===== src/rtl/mul_pkg.sv =====
// Shared types and constants for the seq_mul multiplier: controller states
// and the per-operation algorithm select encoding.
package mul_pkg;

  typedef enum logic [1:0] {
    S_IDLE = 2'd0,
    S_RUN  = 2'd1,
    S_DONE = 2'd2
  } state_t;

  localparam logic MODE_REPADD = 1'b0;
  localparam logic MODE_SHIFT  = 1'b1;

endpackage


===== src/rtl/mul_cntr.sv =====
// Loadable multiplier-operand register with decrement and shift-right
// controls; reports its LSB and an equal-zero flag for loop termination.
module mul_cntr #(
  parameter int WIDTH = 16
) (
  input  logic             clk,
  input  logic             rst,
  input  logic             load,
  input  logic             dec,
  input  logic             shr,
  input  logic [WIDTH-1:0] d,
  output logic             lsb,
  output logic             zero
);

  logic [WIDTH-1:0] q;

  // load wins over dec, and dec over shr; the controller never asserts two at once
  always_ff @(posedge clk) begin
    if (rst) begin
      q <= '0;
    end else if (load) begin
      q <= d;
    end else if (dec) begin
      q <= q - 1'b1;
    end else if (shr) begin
      q <= q >> 1;
    end
  end

  assign lsb  = q[0];
  assign zero = (q == '0);

endmodule


===== src/rtl/seq_mul.sv =====
// Sequential unsigned multiplier: repeated-add or shift-add selected per
// operation, one shared adder, Moore busy/done outputs.
module seq_mul
  import mul_pkg::*;
#(
  parameter int WIDTH = 16
) (
  input  logic                 clk,
  input  logic                 rst,
  input  logic                 start,
  input  logic                 mode,
  input  logic [WIDTH-1:0]     a_in,
  input  logic [WIDTH-1:0]     b_in,
  output logic                 busy,
  output logic                 done,
  output logic [2*WIDTH-1:0]   product
);

  localparam int PW = 2 * WIDTH;

  // Handshake: start is taken only while busy is low (IDLE), operands and mode
  // are captured at that same edge; busy stays high through RUN and DONE, and
  // done is a single-cycle pulse after which product is valid and held.

  state_t        state;
  logic [PW-1:0] a_reg;
  logic          mode_reg;
  logic          b_lsb;
  logic          b_zero;
  logic          load;
  logic          stop;
  logic          step;
  logic          dec_en;
  logic          shr_en;
  logic          add_en;
  logic [PW-1:0] sum;

  assign load   = (state == S_IDLE) && start;
  assign stop   = b_zero || (a_reg == '0);
  assign step   = (state == S_RUN) && !stop;
  assign dec_en = step && (mode_reg == MODE_REPADD);
  assign shr_en = step && (mode_reg == MODE_SHIFT);
  assign add_en = step && ((mode_reg == MODE_REPADD) || b_lsb);
  assign sum    = product + a_reg;

  mul_cntr #(
    .WIDTH (WIDTH)
  ) u_cntr (
    .clk  (clk),
    .rst  (rst),
    .load (load),
    .dec  (dec_en),
    .shr  (shr_en),
    .d    (b_in),
    .lsb  (b_lsb),
    .zero (b_zero)
  );

  always_ff @(posedge clk) begin
    if (rst) begin
      state    <= S_IDLE;
      busy     <= 1'b0;
      done     <= 1'b0;
      product  <= '0;
      a_reg    <= '0;
      mode_reg <= 1'b0;
    end else begin
      case (state)
        S_IDLE: begin
          done <= 1'b0;
          if (start) begin
            a_reg    <= {{WIDTH{1'b0}}, a_in};
            mode_reg <= mode;
            product  <= '0;
            busy     <= 1'b1;
            state    <= S_RUN;
          end
        end
        S_RUN: begin
          if (stop) begin
            done  <= 1'b1;
            state <= S_DONE;
          end else begin
            if (add_en) begin
              product <= sum;
            end
            // bits pushed past the top are dropped; b_reg is zero before that matters
            if (mode_reg == MODE_SHIFT) begin
              a_reg <= a_reg << 1;
            end
          end
        end
        S_DONE: begin
          done  <= 1'b0;
          busy  <= 1'b0;
          state <= S_IDLE;
        end
        default: begin
          done  <= 1'b0;
          busy  <= 1'b0;
          state <= S_IDLE;
        end
      endcase
    end
  end

endmodule


===== config.mk =====
export PLATFORM = sky130hd
export DESIGN_NAME = seq_mul
export DESIGN_NICKNAME = d
export VERILOG_FILES = /design/src/rtl/mul_pkg.sv /design/src/rtl/mul_cntr.sv /design/src/rtl/seq_mul.sv
export SDC_FILE = /design/constraint.sdc
export NUM_CORES = 1
export LEC_CHECK = 0
export ABC_CLOCK_PERIOD_IN_PS = 2800
export CORE_ASPECT_RATIO = 1.75
export CORE_MARGIN = 3
export CORE_UTILIZATION = 30
export DETAILED_ROUTE_END_ITERATION = 7
export PLACE_DENSITY_LB_ADDON = 0.1
export SLEW_MARGIN = 20
export SYNTH_ARGS = -nofsm -noshare
export SYNTH_HDL_FRONTEND = slang
export SYNTH_SLANG_ARGS = --single-unit

===== constraint.sdc =====
create_clock -name clk -period 2.8 [get_ports clk]
set_clock_uncertainty 0.15 [all_clocks]
set_input_delay 0.56 -clock clk [delete_from_list [all_inputs] [get_ports clk]]
set_output_delay 0.56 -clock clk [all_outputs]
set_load 0.01 [all_outputs]

# After elaboration in Yosys (flattened, before gate mapping)
# Index checks and enable logic that the tools add are counted.
[totals]
in_bits = 36
output_inout_bits = 34
regBits = 85
word_cells = 52
[op_classes]
n_reduce_logical = 19
n_addsub = 2
muxes = 16
eq_ne = 6
n_bitwise = 2
[ops]
columns = ["operator", "count"]
rows = [
  ["$mux W32", 6],
  ["$pmux W32 S2", 2],
  ["$mux W16", 3],
  ["$add A32 B32 Y32", 1],
  ["$logic_not A32 Y1", 1],
  ["$logic_not A16 Y1", 1],
  ["$sub A16 B1 Y16 const B", 1],
  ["$ne A2 B2 Y1 const B", 5],
  ["$reduce_and A4 Y1", 2],
  ["$reduce_and A2 Y1", 3],
  ["$logic_and A1 B1 Y1", 5],
  ["$mux W2", 2],
  ["$pmux W2 S2", 1],
  ["$reduce_bool A3 Y1", 1],
  ["$eq A2 B1 Y1 const B", 1],
  ["$logic_not A2 Y1", 1],
  ["$logic_or A1 B1 Y1", 2],
  ["$not A1 Y1", 2],
  ["$pmux W1 S2", 1],
  ["$reduce_bool A2 Y1", 1],
  ["$reduce_or A2 Y1", 1],
  ["$logic_not A1 Y1", 1],
  ["$mux W1", 1],
]

# Logic depth before layout (Yosys ltp)
# Gate-level depths: netlist of run 1.
[logic_depth]
ltp_word = 8
mapped_depth = 12
depth_no_buf = 12

# Cells and area by module
# Synthesis of run 1 repeated with hierarchy kept, for this count alone.
[unflattened]
cells_unflattened = 693
area_unflattened_um2 = 5497.8
[by_module_without_submodules]
columns = ["mod", "n_inst", "seq_area_each_um2", "area_each_um2", "cells_per_inst"]
rows = [
  ["seq_mul", 1, 1381.3, 4267.8, 535],
  ["mul_cntr", 1, 320.3, 1229.9, 158],
]

# Worst setup path after synthesis of run 1
# OpenSTA, ideal clock, no wires.
[synth_path]
kind = "flip-flop to flip-flop"
start = "register product[1]"
end = "register product[25]"
t_required_ns = 2.533
path_buffers = 0
path_stages_with_launch = 11
setup_slack_ns = -0.046
setup_ns = 0.117
period_less_slack_ns = 2.846
arrival_time_ns = 2.579
cell_sequence = "dfxtp_1 > ha_1 > a211oi_1 > o21bai_1 > a21oi_2 > o2111ai_1 > a211oi_2 > nor2_1 > a211o_1 > a211o_1 > a32o_1"
[synth_between]
elab_chain_cells = 4
[synth_lines]
columns = ["item", "line", "rtl"]
rows = [
  ["start: declaration", "seq_mul.sv:16", "output logic [2*WIDTH-1:0] product"],
  ["start signal: assignment", "seq_mul.sv:85", "product <= sum;"],
  ["$add A32 B32 Y32", "seq_mul.sv:44", "assign sum = product + a_reg;"],
  ["$mux W32", "seq_mul.sv:84", "if (add_en) begin"],
  ["$mux W32", "seq_mul.sv:80", "if (stop) begin"],
  ["$pmux W32 S2", "seq_mul.sv:68", "case (state)"],
]
# Every way passes these cells. The select of a mux whose other input is x is not followed.
# A chain may end at the register's enable or synchronous reset.

# Worst setup path after layout of run 1
[layout_path]
start = "register product[0]"
end = "register product[30]"
# Same word-level chain as after synthesis.

==> out/results.tsv, run 1 <==
stage	metric	value	unit
clock_network	# hold bufs at CTS	0	
critical_path	critical path capture point type	register	
global_routing	total track usage	19.3	%
yosys	synth warn	0	
critical_path	Worst Path Buf+Inv	2	
sta	max-slew violations	0	
critical_path	Max stage delay on crit path	350	ps
hold_path	Hold WC Path Type	reg -> reg	
detailed_routing	Pre-Repair DR Iteration Count	4	
floorplanning	die height	183	microns
global_routing	GRT overflow	0	
global_routing	largest net degree at the start of global routing	60	
yosys	largest family of logic cells by synthesized area	compound AO/OA/AOI/OAI gates	
final_layout	Antenna Cells	0	
detailed_routing	Initial DRC Count	251	
sta	Max-slew headroom	54.2	%
floorplanning	IO Count	70	
final_layout	flip-flop and latch area	1720	sq um
yosys	ys flop type	dfxtp_1	
sta	Post-Route Setup TNS	-1.30	ps
final_layout	Multi-input gate area	3730	sq um
sta	fin crit share	100	%
global_routing	global-route wire length before repair	30000	microns
power	PwrDens	465	nW/um^2
sta	worst setup margin	-1.30	ps
global_routing	vias in the first global route	5798	
detailed_routing	final wirelength	18800	microns
clock_network	htree depth	3	
critical_path	CP top delay family	compound AO/OA/AOI/OAI gates	
status	outcome	finished with violations	
yosys	adder-cell share of the synthesized area	8.05	%
place	GP Congestion	0.875	
critical_path	Slowest cell on crit path	o32a_1	
final_layout	Layout Nets	903	
detailed_routing	DRC	0	
place	DP HPWL	14300	microns
critical_path	Critical Path RT	2900	ps
yosys	part of the Yosys area used for sequential elements	31.6	%
floorplanning	Initial Util	30.7	%
yosys	Post-synth ARST share	0	%
final_layout	area grow syn2layout	42.1	%
clock_network	CTS clk-pin slew, worst paths	70	ps
yosys	Post-synth EDFFs	0	
floorplanning	FP Rows	64	
final_layout	most common cell after layout, fill and taps aside	buf_4	
yosys	Yosys cell types	66	
final_layout	fin area	7640	sq um
detailed_routing	vias per inst	5.30	
yosys	Synth Area in XOR/XNOR	4.40	%
clock_network	Num CTS Buffers	9	
power	leakage	3.09	nW
job	MaxCap Viol Count	0	
floorplanning	Die W	107	microns
final_layout	Non-Filler Instances	1069	
final_layout	share of layout cells above drive strength 1	22.6	%
critical_path	CP startpoint kind	register	
global_routing	initial antenna violation count	0	
critical_path	flop2flop setup slack	-1	ps
yosys	Cell Area, Synth	5380	sq um
yosys	Synth Area in Compound Gates	27.7	%
final_layout	Fillers	1765	
sta	fmax	357	MHz
yosys	synthesized net count	754	
sta	hold slack	330	ps
floorplanning	core area	17500	sq um
sta	final hold violation count	0	
yosys	#FFs+latches synth	85	
detailed_routing	post-route ant nets	0	
sta	worst-margin pin slew	687	ps
status	failing checks	negative setup slack	
clock_network	CTS tree	done	
final_layout	highest-count cells in the layout ignoring fill and taps	buf_4, dfxtp_1, nor2_1	
clock_network	deepest clock path buffer count	2	
critical_path	critical path cell sequence	ha_4 -> inv_2 -> fa_2 -> nor2b_2 -> o31a_1 -> o21bai_2 -> a21oi_2 -> o311ai_2 -> buf_4 -> a21oi_2 -> o32a_1 -> xor2_1 -> a22o_1	
clock_network	clock sink total	85	
yosys	post-synthesis mux area share	2.61	%
floorplanning	die area	19600	sq um
yosys	Mapped Cells	684	
place	post-placement cell count	1046	
clock_network	worst skew pair latency	350	ps
power	peak supply drop	0.256	mV
place	number of port buffers	69	
yosys	Mean Syn Cell Area	7.86	sq um
yosys	Simple-Gate Fraction of Synth Area	21.4	%
critical_path	critical path class	reg -> reg	
critical_path	Arr. time, crit path	2900	ps
sta	final setup violation count	1	
critical_path	CP max FO	3	
clock_network	clk root buf	clkbuf_16	
critical_path	most used cell, CP	a21oi_2	
sta	minimum clock period	2800	ps
sta	RSZ-0062 raised after global routing	true	
place	DP Worst Slack	-267	ps
place	DP Area	7000	sq um
detailed_routing	via count	5665	
detailed_routing	Avg WL per Cell	17.6	microns
[worst paths after layout]
kind / from / to / cells after the start
worst max-delay path: product[0]$_SDFFE_PP0P_ / product[30]$_SDFFE_PP0P_ / 13
worst min-delay path: busy$_SDFFE_PP0P_ / busy$_SDFFE_PP0P_ / 2
worst max register to register: product[0]$_SDFFE_PP0P_ / product[30]$_SDFFE_PP0P_ / 13
worst min register to register: busy$_SDFFE_PP0P_ / busy$_SDFFE_PP0P_ / 2
[worst register-to-register path: stages (launching register included)]
cell      delay [ps]
dfxtp_2          340
ha_4             160
inv_2             50
fa_2             200
nor2b_2           50
o31a_1           260
o21bai_2         200
a21oi_2          100
o311ai_2         310
buf_4            180
a21oi_2           50
o32a_1           350
xor2_1           140
a22o_1           170
[power breakdown]
part	internal (mW)	total (mW)	leakage, nW	switching [mW]
Combinational	0.454	0.978	2.24	0.524
Clock	0.702	1.22	0.149	0.515
Sequential	1.28	1.36	0.697	0.0728
Total	2.44	3.55	3.09	1.11
[layer usage]
metal	wire length [microns]	global-route usage [%]	vias to the layer above
met5	0	0	-
met4	869	10.0	0
met3	671	3.38	40
met2	9940	35.2	128
met1	7320	20.8	2680
li1	-	-	2817
[synth_stat cells, drive strengths merged (10+ instances only)]
master  count  area share, %
a211oi     21            3.0
a21o       10            1.4
a21oi      77            7.4
a22o       18            2.9
a31oi      18            2.1
buf        10            1.1
clkbuf     32            2.2
dfxtp      85             32
ha         33            7.7
inv        12           0.84
mux2i      14            2.6
nand2      64            4.5
nand3      34            3.2
nor2       79            5.5
nor3       23            2.7
o21ai      31            3.0
xnor2      16            2.6
xor2       11            1.8
[per-stage QoR]
stage               power [mW]  utilization [%]
CTS                       3.57             42.2
finish                    3.55             43.6
global placement          2.30             39.9
detailed placement        2.31             39.9
floorplan                 1.92                -
global route              3.75             43.6
[what timing repair did]
item	CTS	global route
setup buffers	2	6
resized for setup	17	49
pin swaps	3	32
setup endpoints to repair	12	48
endpoints found under the hold margin	0	0
[area by class of cell]
type / count / area share, %
clock buffers: 14 / 3.72
flip-flops and latches: 85 / 22.5
inverters: 13 / 0.639
clock inverters: 2 / 0.180
well taps: 231 / 3.78
repair buffers: 180 / 20.5
multi-input cells: 544 / 48.8
[cells by family (layout without fill, tap and decap cells)]
kind of cell    after synthesis  after routing
xor+xnor                     27             27
fa+ha+maj                    34             34
simple gates                245            245
flops                        85             85
buf+inv                      55            209
mux                          14             14
compound gates              224            224
(Power assumes the default switching activity.)
==> run 2, diff against run 1 <==
Settings changed: CTS_CLUSTER_DIAMETER set to 150, SKIP_LAST_GASP set to 1, SLEW_MARGIN 20 to not set.
==> out/results.tsv, run 2 (synthesis gave the netlist of run 1 again) <==
stage	metric	value	unit	change
status	outcome	finished with violations		unchanged
status	failing checks	negative setup slack		unchanged
power	Comb power frac	27.5	%	was 27.6%
power	leakage	3.09	nW	about the same
power	Flop pwr share	38.2	%	about the same
global_routing	vias in the first global route	5798		unchanged
clock_network	deepest clock path buffer count	2		unchanged
hold_path	hold-critical path depth	2		unchanged
critical_path	Worst Path Buf+Inv	2		unchanged
critical_path	Critical Path Stages	13		unchanged
detailed_routing	post-route ant nets	0		unchanged
sta	fin crit share	100	%	about the same
sta	Max-slew headroom	55.2	%	was 54.2%
power	proportion of power drawn by the clock network	34.3	%	about the same
final_layout	Non-Filler Instances	1069		unchanged
job	MaxCap Viol Count	0		unchanged
detailed_routing	Pre-Repair DR Iteration Count	4		unchanged
sta	Post-Route Setup TNS	-2.80	ps	was -1.30 ps
final_layout	Layout Nets	903		unchanged
global_routing	initial antenna violation count	0		unchanged
place	DP HPWL	14300	microns	unchanged
floorplanning	Die W	107	microns	unchanged
critical_path	CP max FO	3		unchanged
global_routing	GRT overflow	0		unchanged
critical_path	r2r startpoint	product[0]$_SDFFE_PP0P_		unchanged
sta	max-slew violations	0		unchanged
place	post-placement cell count	1046		unchanged
critical_path	CP startpoint kind	register		unchanged
power	switch share	31.3	%	about the same
global_routing	GRT met1 Usage	20.8	%	unchanged
final_layout	highest-count cells in the layout ignoring fill and taps	buf_4, dfxtp_1, nor2_1		unchanged
critical_path	most used cell, CP	a21oi_2		unchanged
clock_network	clk root buf	clkbuf_16		unchanged
power	Pwr Total	3.55	mW	about the same
detailed_routing	via count	5635		was 5665
critical_path	Slowest cell on crit path	o32a_1		unchanged
critical_path	Max stage delay on crit path	350	ps	about the same
critical_path	crit path launch	product[0]$_SDFFE_PP0P_		unchanged
sta	worst setup margin	-2.80	ps	was -1.30 ps
final_layout	share of layout cells above drive strength 1	22.4	%	was 22.6%
critical_path	critical path capture point type	register		unchanged
global_routing	total track usage	19.3	%	unchanged
clock_network	htree depth	3		unchanged
final_layout	post-route core utilization	43.6	%	about the same
detailed_routing	final wirelength	18800	microns	about the same
clock_network	CTS clk-pin slew, worst paths	70	ps	about the same
critical_path	CP top delay family	compound AO/OA/AOI/OAI gates		unchanged
critical_path	Critical Path RT	2900	ps	about the same
power	Net Switching	1.11	mW	about the same
final_layout	most common cell after layout, fill and taps aside	buf_4		unchanged
sta	fmax	357	MHz	about the same
place	number of port buffers	69		unchanged
sta	minimum clock period	2800	ps	about the same
final_layout	Antenna Cells	0		unchanged
sta	final setup violation count	1		unchanged
clock_network	# hold bufs at CTS	0		unchanged
hold_path	hold path startpoint	busy$_SDFFE_PP0P_		unchanged
critical_path	critical path cell sequence	ha_4 -> inv_2 -> fa_2 -> nor2b_2 -> o31a_1 -> o21bai_2 -> a21oi_2 -> o311ai_2 -> buf_4 -> a21oi_2 -> o32a_1 -> xor2_1 -> a22o_1		unchanged
clock_network	clock sink total	85		unchanged
global_routing	most used routing layer	met2		unchanged
place	DP Worst Slack	-267	ps	unchanged
detailed_routing	Initial DRC Count	229		was 251
global_routing	met3 usage	3.38	%	unchanged
floorplanning	IO Count	70		unchanged
floorplanning	Initial Util	30.7	%	unchanged
clock_network	Num CTS Buffers	9		unchanged
detailed_routing	Avg WL per Cell	17.5	microns	was 17.6 microns
global_routing	routing usage on met2	35.2	%	unchanged
place	GP Congestion	0.875		unchanged
floorplanning	core area	17500	sq um	unchanged
power	PwrDens	465	nW/um^2	about the same
sta	RSZ-0062 raised after global routing	true		unchanged
clock_network	worst skew pair latency	350	ps	about the same
detailed_routing	vias per inst	5.27		was 5.30
sta	final hold violation count	0		unchanged
detailed_routing	DRC	0		unchanged
critical_path	Arr. time, crit path	2900	ps	about the same
floorplanning	die area	19600	sq um	unchanged
clock_network	CTS tree	done		unchanged
global_routing	largest net degree at the start of global routing	60		unchanged
floorplanning	die height	183	microns	unchanged
final_layout	area grow syn2layout	42.0	%	was 42.1%
hold_path	Hold WC Path Type	reg -> reg		unchanged
critical_path	reg2reg path depth	13		unchanged
power	peak supply drop	0.255	mV	was 0.256 mV
critical_path	critical path class	reg -> reg		unchanged
power	Internal	2.44	mW	about the same
final_layout	Fillers	1765		unchanged
sta	worst-margin pin slew	672	ps	was 687 ps
floorplanning	FP Rows	64		unchanged
global_routing	global-route wire length before repair	30000	microns	unchanged
run 2: power groups by stage:
stage	combinational (mW)	sequential [mW]	clock (mW)
CTS	0.950	1.35	1.27
global route	1.08	1.36	1.30
floorplan	0.547	1.38	0
detailed placement	0.935	1.38	0
global placement	0.926	1.37	0
finish	0.975	1.36	1.22
run 2: timing repair:
item / CTS / global route
gates resized for setup: 17 / 48
setup buffers: 2 / 6
setup endpoints to repair: 12 / 48
pin swaps: 3 / 31
run 2: tightest hold or removal path, stage by stage (launching register included):
cell,delay [ps]
dfxtp_1,310
nand2b_1,60
a21oi_1,60
run 2: path summary, 6_finish.rpt:
check,endpoint,slack (ps)
max,product[30]$_SDFFE_PP0P_,-3
min,busy$_SDFFE_PP0P_,330
max reg2reg,product[30]$_SDFFE_PP0P_,-3
min reg2reg,busy$_SDFFE_PP0P_,330
run 2: final cells by class:
| cell class | instances | area (sq um) | area share (%) |
|---|---|---|---|
| Sequential cell | 85 | 1720 | 22.5 |
| Clock buffer | 14 | 284 | 3.72 |
| Multi-Input combinational cell | 544 | 3720 | 48.7 |
| Tap cell | 231 | 289 | 3.78 |
| Timing Repair Buffer | 180 | 1560 | 20.5 |
| Clock inverter | 2 | 13.8 | 0.180 |
| Inverter | 13 | 48.8 | 0.639 |
run 2: through the flow:
step / hold slack, ps / area [sq um]
finish: 329 / 7640
global route: 353 / 7640
CTS: 334 / 7400
detailed placement: 324 / 7000
global placement: 315 / 7000
floorplan: 311 / 5390
run 2: metal layers:
layer / share of wire (%) / wire length, microns
met5: 0 / 0
met2: 53 / 9890
met4: 4.6 / 870
met3: 3.4 / 646
met1: 39 / 7350
